==> config.mk <==
export PLATFORM = sky130hd
export DESIGN_NAME = mux_serializer
export DESIGN_NICKNAME = d
export VERILOG_FILES = /design/src/rtl/mux_serializer.sv
export SDC_FILE = /design/constraint.sdc
export NUM_CORES = 1
export LEC_CHECK = 0
export CORE_MARGIN = 10
export CORE_UTILIZATION = 30
export DETAILED_ROUTE_END_ITERATION = 7
export DONT_BUFFER_PORTS = 1
export PLACE_DENSITY_LB_ADDON = 0.12
export SLEW_MARGIN = 20
export SYNTH_ARGS = -nofsm -noshare
export SYNTH_HDL_FRONTEND = slang
export SYNTH_SLANG_ARGS = --single-unit
==> constraint.sdc <==
create_clock -name clk -period 1.8 [get_ports clk]
set_input_delay 0.36 -clock clk [delete_from_list [all_inputs] [get_ports clk]]
set_output_delay 0.36 -clock clk [all_outputs]
set_load 0.05 [all_outputs]
==> src/rtl/mux_serializer.sv <==
// Parallel-to-serial stage feeding an external 8-to-1 mux: holds one word and walks
// a select index across it, presenting each bit on a valid/ready serial port.
module mux_serializer #(
  parameter int unsigned WIDTH     = 8,
  parameter int unsigned SEL_W     = 3,
  parameter bit          MSB_FIRST = 1'b0
) (
  input  logic             clk,
  input  logic             rst,
  input  logic [WIDTH-1:0] load_data,
  input  logic             load_valid,
  output logic             load_ready,
  output logic             ser_out,
  output logic             ser_valid,
  input  logic             ser_ready,
  output logic [SEL_W-1:0] sel,
  output logic             last,
  output logic             busy
);

  typedef enum logic {
    IDLE  = 1'b0,
    SHIFT = 1'b1
  } state_t;

  localparam logic [SEL_W-1:0] SEL_FIRST = MSB_FIRST ? SEL_W'(WIDTH - 1) : '0;
  localparam logic [SEL_W-1:0] SEL_LAST  = MSB_FIRST ? '0 : SEL_W'(WIDTH - 1);

  state_t           state_q, state_d;
  logic [WIDTH-1:0] word_q, word_d;
  logic [SEL_W-1:0] sel_q, sel_d;
  logic             accept;

  // Serial-side outputs decode registered state only; load_valid never reaches them.
  assign busy       = (state_q == SHIFT);
  assign ser_valid  = busy;
  assign last       = busy && (sel_q == SEL_LAST);
  assign ser_out    = busy && word_q[sel_q];
  assign sel        = sel_q;
  assign load_ready = !rst && (!busy || (last && ser_ready));
  assign accept     = load_valid && load_ready;

  always_comb begin
    state_d = state_q;
    word_d  = word_q;
    sel_d   = sel_q;
    unique case (state_q)
      IDLE: begin
        if (accept) begin
          word_d  = load_data;
          sel_d   = SEL_FIRST;
          state_d = SHIFT;
        end
      end
      SHIFT: begin
        if (ser_ready) begin
          if (!last) begin
            sel_d = MSB_FIRST ? sel_q - SEL_W'(1) : sel_q + SEL_W'(1);
          end else if (accept) begin
            // Zero-bubble reload: next word starts on the cycle after the last bit.
            word_d = load_data;
            sel_d  = SEL_FIRST;
          end else begin
            sel_d   = SEL_FIRST;
            state_d = IDLE;
          end
        end
      end
      default: state_d = IDLE;
    endcase
  end

  always_ff @(posedge clk) begin
    if (rst) begin
      state_q <= IDLE;
      word_q  <= '0;
      sel_q   <= SEL_FIRST;
    end else begin
      state_q <= state_d;
      word_q  <= word_d;
      sel_q   <= sel_d;
    end
  end

endmodule

After elaboration in Yosys (flattened, before gate mapping)
Cells that the tools add are included.
- add/sub/neg operators: 1
- order comparisons: 1
- equal/unequal tests: 4
- multiplexer cells: 14
- bitwise logic cells: 1
- reductions and logical operators: 10
- operators by type and width (kind ; count):
    $mux 8 ; 3
    $pmux 8 s2 ; 1
    $mux 3 ; 3
    $ne 2x2->1 const B ; 3
    $pmux 3 s2 ; 1
    $logic_and 1x1->1 ; 5
    $lt 3x4->1 const B ; 1
    $mux 1 ; 4
    $reduce_and 2->1 ; 2
    $add 3x1->3 const B ; 1
    $bmux 1 s3 ; 1
    $eq 3x3->1 const B ; 1
    $logic_not 1->1 ; 2
    $pmux 1 s2 ; 1
    $logic_or 1x1->1 ; 1
    $not 1->1 ; 1
- flip-flop bits (word level): 12
- input port bits: 12
- output and inout bits: 8
- word-level logic and storage cells: 34

Depth between registers and ports, before layout
Gate-level depths: netlist of the first run.
- depth in word-level cells: 10
- mapped depth: 5
- mapped depth without buffers: 5

Worst setup path after synthesis of the first run
Ideal clock, no wire load.
- kind: register to output
- start: register sel_q[2], in the netlist sel[2]
- end: output port ser_out
- arrival: 2315 ps
- required time: 1440 ps
- slack: -875 ps
- stages on the path, launching flop included: 4
- buffers on the path: 0
- path through: dfxtp_1 -> mux2_2 -> o31ai_1 -> a311oi_1
- cells in the longest elaborated chain, start to end: 3
- RTL lines (what ; RTL line ; source):
    start, declared ; 31 ; logic [SEL_W-1:0] sel_q, sel_d;
    start signal, assigned ; 81 ; sel_q <= sel_d;
    $bmux 1 s3 ; 38 ; assign ser_out = busy && word_q[sel_q];
    $mux 1 (not written as such) ; 38 ;
    $logic_and 1x1->1 ; 38 ;
    end, declared ; 13 ; output logic ser_out,
No other way between the ends. The select of a mux whose other input is x is not followed.

Worst setup path after layout of the first run
- start: register sel_q[1], in the netlist sel[1]
- end: output port ser_out
The elaborated chain is that of the path after synthesis.

==> results of run 1 <==
==> synthesized netlist by cell type <==
master,count
dfxtp_1,12
mux2_2,9
nor2b_1,8
nor2_1,5
nand2_1,3
a21oi_1,2
ha_1,2
mux2i_1,2
a21boi_4,1
a311oi_1,1
a32oi_1,1
and2_1,1
buf_4,1
clkbuf_1,1
inv_1,1
mux4_2,1
nand4b_1,1
nor3b_4,1
o31ai_1,1
or3_1,1
==> cell usage in the layout (no fill, tap or decap), types with 3 or more instances in the layout <==
| master | count |
|---|---|
| buf_12 | 3 |
| dfxtp_1 | 8 |
| clkbuf_4 | 3 |
| nand2_1 | 3 |
| mux2_2 | 8 |
| buf_4 | 8 |
| nor2b_1 | 8 |
| dfxtp_4 | 3 |
| nor2_1 | 3 |
==> routing by layer <==
layer | vias to the layer above | routed length, um | global-route usage
li1 | 226 | - | -
met1 | 200 | 570 | 0.0684
met2 | 13 | 568 | 0.0924
met3 | 2 | 188 | 0.0567
met4 | 0 | 21 | 0.0481
met5 | - | 0 | 0
==> stage by stage <==
| step | area [um2] | worst slack (ns) |
|---|---|---|
| floorplan | 628 | 0.0244 |
| global placement | 763 | 0.156 |
| detailed placement | 763 | 0.132 |
| CTS | 835 | -0.0882 |
| global route | 848 | -0.128 |
| finish | 848 | -0.0611 |
==> flip-flops by register name, indices dropped and copies added, names as in the netlist <==
name    flops
busy        1
sel         3
word_q      8
==> kinds of logic after synthesis <==
group / share of synthesized area
simple gates: 0.201
compound gates: 0.0900
fa+ha+maj: 0.0418
mux: 0.241
flops: 0.402
buf+inv: 0.0251
==> worst max-delay path by stage <==
| stage | from | end | slack (ns) |
|---|---|---|---|
| 6_report | sel[1]$_SDFFE_PP0P_ | ser_out | -0.06 |
| 5_1_grt | sel[1]$_SDFFE_PP0P_ | ser_out | -0.13 |
| 4_1_cts | sel[1]$_SDFFE_PP0P_ | ser_out | -0.09 |
| 3_5_place_dp | sel[2]$_SDFFE_PP0P_ | ser_out | 0.13 |
| 3_3_place_gp | sel[1]$_SDFFE_PP0P_ | ser_out | 0.16 |
| 2_1_floorplan | sel[2]$_SDFFE_PP0P_ | ser_out | 0.02 |
==> power groups by stage <==
stage	clock network, mW	logic [mW]	registers [mW]
after floorplan	0	0.0677	0.305
after global placement	0	0.0967	0.301
after detailed placement	0	0.0965	0.301
after CTS	0.179	0.104	0.296
after global routing	0.190	0.111	0.298
final	0.165	0.103	0.295
==> layout make-up <==
cell class,count,area (um2)
inverter,1,3.75
multi-input combinational,40,400
fill,199,1070
tap,27,33.8
clock inverter,1,3.75
clock buffer,3,22.5
timing repair buffer,12,131
sequential,12,253
==> what timing repair did <==
item                                    4_1_cts  5_1_grt
hold buffers                                  0        0
endpoints found under the setup margin        3       10
setup buffers                                 3        0
pin swaps                                     3        0
gates resized for setup                       7        2
==> flow_summary.json, run 1 <==
{
  "startpoint_type": "flip-flop",
  "path_depth": 4,
  "ctsRootBufferMaster": "clkbuf_4",
  "ys_seq_area_frac": 0.402,
  "power.density_mw_per_mm2": 664,
  "worst-setup-path-type": "flip-flop to primary output",
  "reg2regPathDepth": 7,
  "rsz0062_at_grt": "yes",
  "synthTopCellsByArea": "dfxtp_1 (40%), mux2_2 (17%), nor2b_1 (8.4%)",
  "htree_levels": 1,
  "synth_area_um2": 598,
  "pwr-share-comb": 0.184,
  "arrival_ns": 1.50,
  "hold_ws_ns": 0.146,
  "routed_wl_um": 1350,
  "critPathMaxStageDelay_ns": 0.53,
  "cap_violations": 0,
  "cts_tree": "built",
  "first_global_vias": 451,
  "yosysUniqueCellTypes": 20,
  "tightest_slew_ns": 0.251,
  "cp-end-kind": "primary output",
  "io_buffers": 0,
  "grt-ovfl-total": 0,
  "fin_util": 0.441,
  "numCtsBuffers": 3,
  "drc": 0,
  "p_total_uw": 564,
  "synth.top_cell.area_share": 0.402,
  "ys_ff_latch": 12,
  "pwr-share-clk": 0.292,
  "finalSetupViolCount": 1,
  "period_share": 1.03,
  "crit_family": "multiplexers",
  "finalHoldViolations": 0,
  "fmax_mhz": 537,
  "cp_num_buf_inv": 1,
  "period_needed_ns": 1.86,
  "cpMaxStageDelayCell": "mux4_2",
  "yosysTopAreaCell": "dfxtp_1",
  "dp.cells": 90,
  "antenna_found_initial": 0,
  "routed_via_density": 4.59,
  "drive_above_1_share": 0.522,
  "synthCells": 55,
  "chipHeight_um": 64.7,
  "holdPathEnd": "sel[1]$_SDFFE_PP0P_",
  "reg2reg_slack_ns": 0.08,
  "switching_power_uw": 150,
  "worst-endpoint-required_ns": 1.44,
  "grt_util_all_layers": 0.0683,
  "drtIter0Drc": 5,
  "gp_congestion": 0.697,
  "finalMaxSlewViolations": 0,
  "die_width_um": 64.7,
  "synth_warnings": 0,
  "ir_drop_v": 0.000421,
  "synth_nets": 69,
  "die-area_mm2": 0.00418,
  "syn_to_final_growth_pct": 41.8,
  "rows": 16,
  "clock_latency_ns": 0.27,
  "timing.rr.end": "word_q[7]$_SDFFE_PP0P_",
  "hold_class": "primary input to flip-flop",
  "status": "finished with violations",
  "fin_nets": 84,
  "pwr-share-seq": 0.524,
  "ant_nets": 0,
  "cts.sinks": 12,
  "dr_total_vias": 441,
  "p_int_uw": 414,
  "pin_count": 20,
  "hp-start": "rst",
  "layout_setup_ws_ns": -0.0611,
  "first_pass_iters": 2,
  "path_clk_slew_ns": 0.07,
  "slew_headroom": 0.828,
  "worst-path-max-fanout": 4,
  "netSwitchingFraction": 0.266,
  "whs_path_depth": 1,
  "clk_path_buf_depth": 2,
  "insertedDiodeCount": 0,
  "reg2reg_from": "sel[0]$_SDFFE_PP0P_",
  "start_util": 0.311,
  "post_drt_wl_per_cell_um": 14.0,
  "final_cell_count_no_fill": 96,
  "crit_chain": "mux4_2, nor2_4, a311oi_4, buf_12",
  "place_hpwl_um": 1060,
  "skew_ns": 0.00246,
  "grt_max_degree": 15,
  "grt_pass1_wl_um": 2160,
  "core_mm2": 0.00192,
  "fin_setup_tns_ns": -0.0611,
  "synth_area_per_cell_um2": 10.9,
  "violations": "setup timing",
  "p_leak_nw": 0.325
}
Note: power is estimated with default switching activity, not from simulation.
==> run 2, diff against run 1 <==
CAP_MARGIN = 20   (was not set)
==> results of run 2 <==
The final DEF is identical to that of run 1; final timing and power are the same.
==> run 3, diff against run 2 <==
PLACE_DENSITY_LB_ADDON = not set   (was 0.12)
==> run 3 against run 2 <==
Against the previous run: the run still ends with setup timing left; maximum frequency is 0.33% lower; non-clock buffer count fell by 3; via count down 1.4%; final area decreased by 0.89%; combinational power increased by 4%.
==> flow_summary.json, run 3 (synthesis results as in run 1) <==
{
  "switching_power_uw": 159,
  "netSwitchingFraction": 0.259,
  "core_mm2": 0.00192,
  "fin_area_um2": 841,
  "violations": "setup timing",
  "ant_nets": 0,
  "arrival_ns": 1.51,
  "dr_total_vias": 435,
  "worst-setup-path-type": "flip-flop to primary output",
  "dp.cells": 87,
  "finalMaxSlewViolations": 0,
  "cp-end-kind": "primary output",
  "power.density_mw_per_mm2": 730,
  "worst-endpoint-required_ns": 1.44,
  "chipHeight_um": 64.7,
  "fin_util": 0.438,
  "first_global_vias": 473,
  "cts.sinks": 12,
  "slew_headroom": 0.819,
  "cts_tree": "built",
  "largest_register": "word_q",
  "rsz0062_at_grt": "yes",
  "pwr-share-seq": 0.474,
  "layout_setup_ws_ns": -0.0672,
  "ctsRootBufferMaster": "clkbuf_4",
  "critPathMaxStageDelay_ns": 0.53,
  "post_drt_wl_per_cell_um": 15.1,
  "final_common_cell": "mux2_2",
  "grt_max_degree": 15,
  "ir_drop_v": 0.000422,
  "finalSetupViolCount": 2,
  "crit_chain": "mux4_2, nor2_4, a311oi_4, buf_12",
  "placed_area_um2": 741,
  "grt_pass1_wl_um": 2390,
  "insertedDiodeCount": 0,
  "period_needed_ns": 1.87,
  "worst-path-max-fanout": 3,
  "clock_latency_ns": 0.27,
  "path_clk_slew_ns": 0.08,
  "period_share": 1.04,
  "tightest_slew_ns": 0.264,
  "cap_violations": 0,
  "syn_to_final_growth_pct": 40.6,
  "drtIter0Drc": 11,
  "reg2reg_slack_ns": 0.16,
  "clk_path_buf_depth": 2,
  "cp_num_buf_inv": 1,
  "startpoint_type": "flip-flop",
  "routed_wl_um": 1410,
  "pwr-share-clk": 0.352,
  "crit_family": "multiplexers",
  "p_total_uw": 614,
  "numCtsBuffers": 3,
  "htree_levels": 1,
  "final_cell_count_no_fill": 93,
  "rows": 16,
  "finalHoldViolations": 0,
  "place_hpwl_um": 1050,
  "p_int_uw": 454,
  "pwr-share-comb": 0.174,
  "largest_register_ffs": 8,
  "drive_above_1_share": 0.515,
  "status": "finished with violations",
  "antenna_found_initial": 0,
  "die_width_um": 64.7,
  "cpMaxStageDelayCell": "mux4_2",
  "io_buffers": 0,
  "p_leak_nw": 0.316,
  "gp_congestion": 0.801,
  "final_cell_mix": "mux2_2 (9), nor2b_1 (8), dfxtp_1 (8)",
  "fin_nets": 81,
  "grt-ovfl-total": 0,
  "hold_class": "primary input to flip-flop",
  "drc": 0,
  "die-area_mm2": 0.00418,
  "first_pass_iters": 4,
  "pin_count": 20,
  "postCtsHoldBufs": 0,
  "dp_slack_ns": 0.0415,
  "fmax_mhz": 536,
  "start_util": 0.311,
  "filler_cell_count": 196,
  "grt_util_all_layers": 0.0741,
  "skew_ns": 0.00252,
  "routed_via_density": 4.68
}
==> run 3: cell count changes in the layout (fill, tap and decap cells not counted), sizes merged <==
cell | before | now
buf | 12 | 9
clkbuf | 3 | 4
clkinv | 1 | 0
==> run 3: final cells by class <==
class                      instances  area, um2  share of cell area
sequential                        12        253               0.301
inverter                           1       3.75             0.00446
timing repair buffer               9        118               0.140
multi-input combinational         40        397               0.472
tap                               27       33.8              0.0402
clock buffer                       4       36.3              0.0432
==> run 3: final timing paths <==
check | startpoint | end | cells past startpoint
setup / recovery | sel[1]$_SDFFE_PP0P_ | ser_out | 4
hold reg to reg | sel[0]$_SDFFE_PP0P_ | sel[0]$_SDFFE_PP0P_ | 2
setup reg to reg | sel[0]$_SDFFE_PP0P_ | word_q[2]$_SDFFE_PP0P_ | 6
hold / removal | rst | sel[2]$_SDFFE_PP0P_ | 1
==> run 3: metal layers <==
metal,GRT usage,routed length (um)
met2,0.105,621
met5,0,0
met1,0.0770,571
met3,0.0636,195
met4,0.0321,19
==> run 3: metrics by stage <==
stage                     hold slack (ns)  setup TNS (ns)
after CTS                           0.123          -0.142
after floorplan                     0.481               0
after detailed placement            0.426               0
final                               0.136         -0.0907
after global routing                0.119          -0.237
after global placement              0.426               0
==> run 3: power by group through the flow <==
stage                     logic (mW)  clock network [mW]  registers (mW)
after floorplan               0.0677                   0           0.305
after global placement        0.0957                   0           0.296
after detailed placement      0.0969                   0           0.297
after CTS                      0.103               0.226           0.291
after global routing           0.114               0.236           0.294
final                          0.107               0.216           0.291
==> run 3: what timing repair did <==
item / in CTS / in global routing
resized for setup: 7 / 0
endpoints found under the setup margin: 3 / 11
buffers inserted: 1 / 1
pin swaps: 2 / 2
hold endpoints to repair: 0 / 0
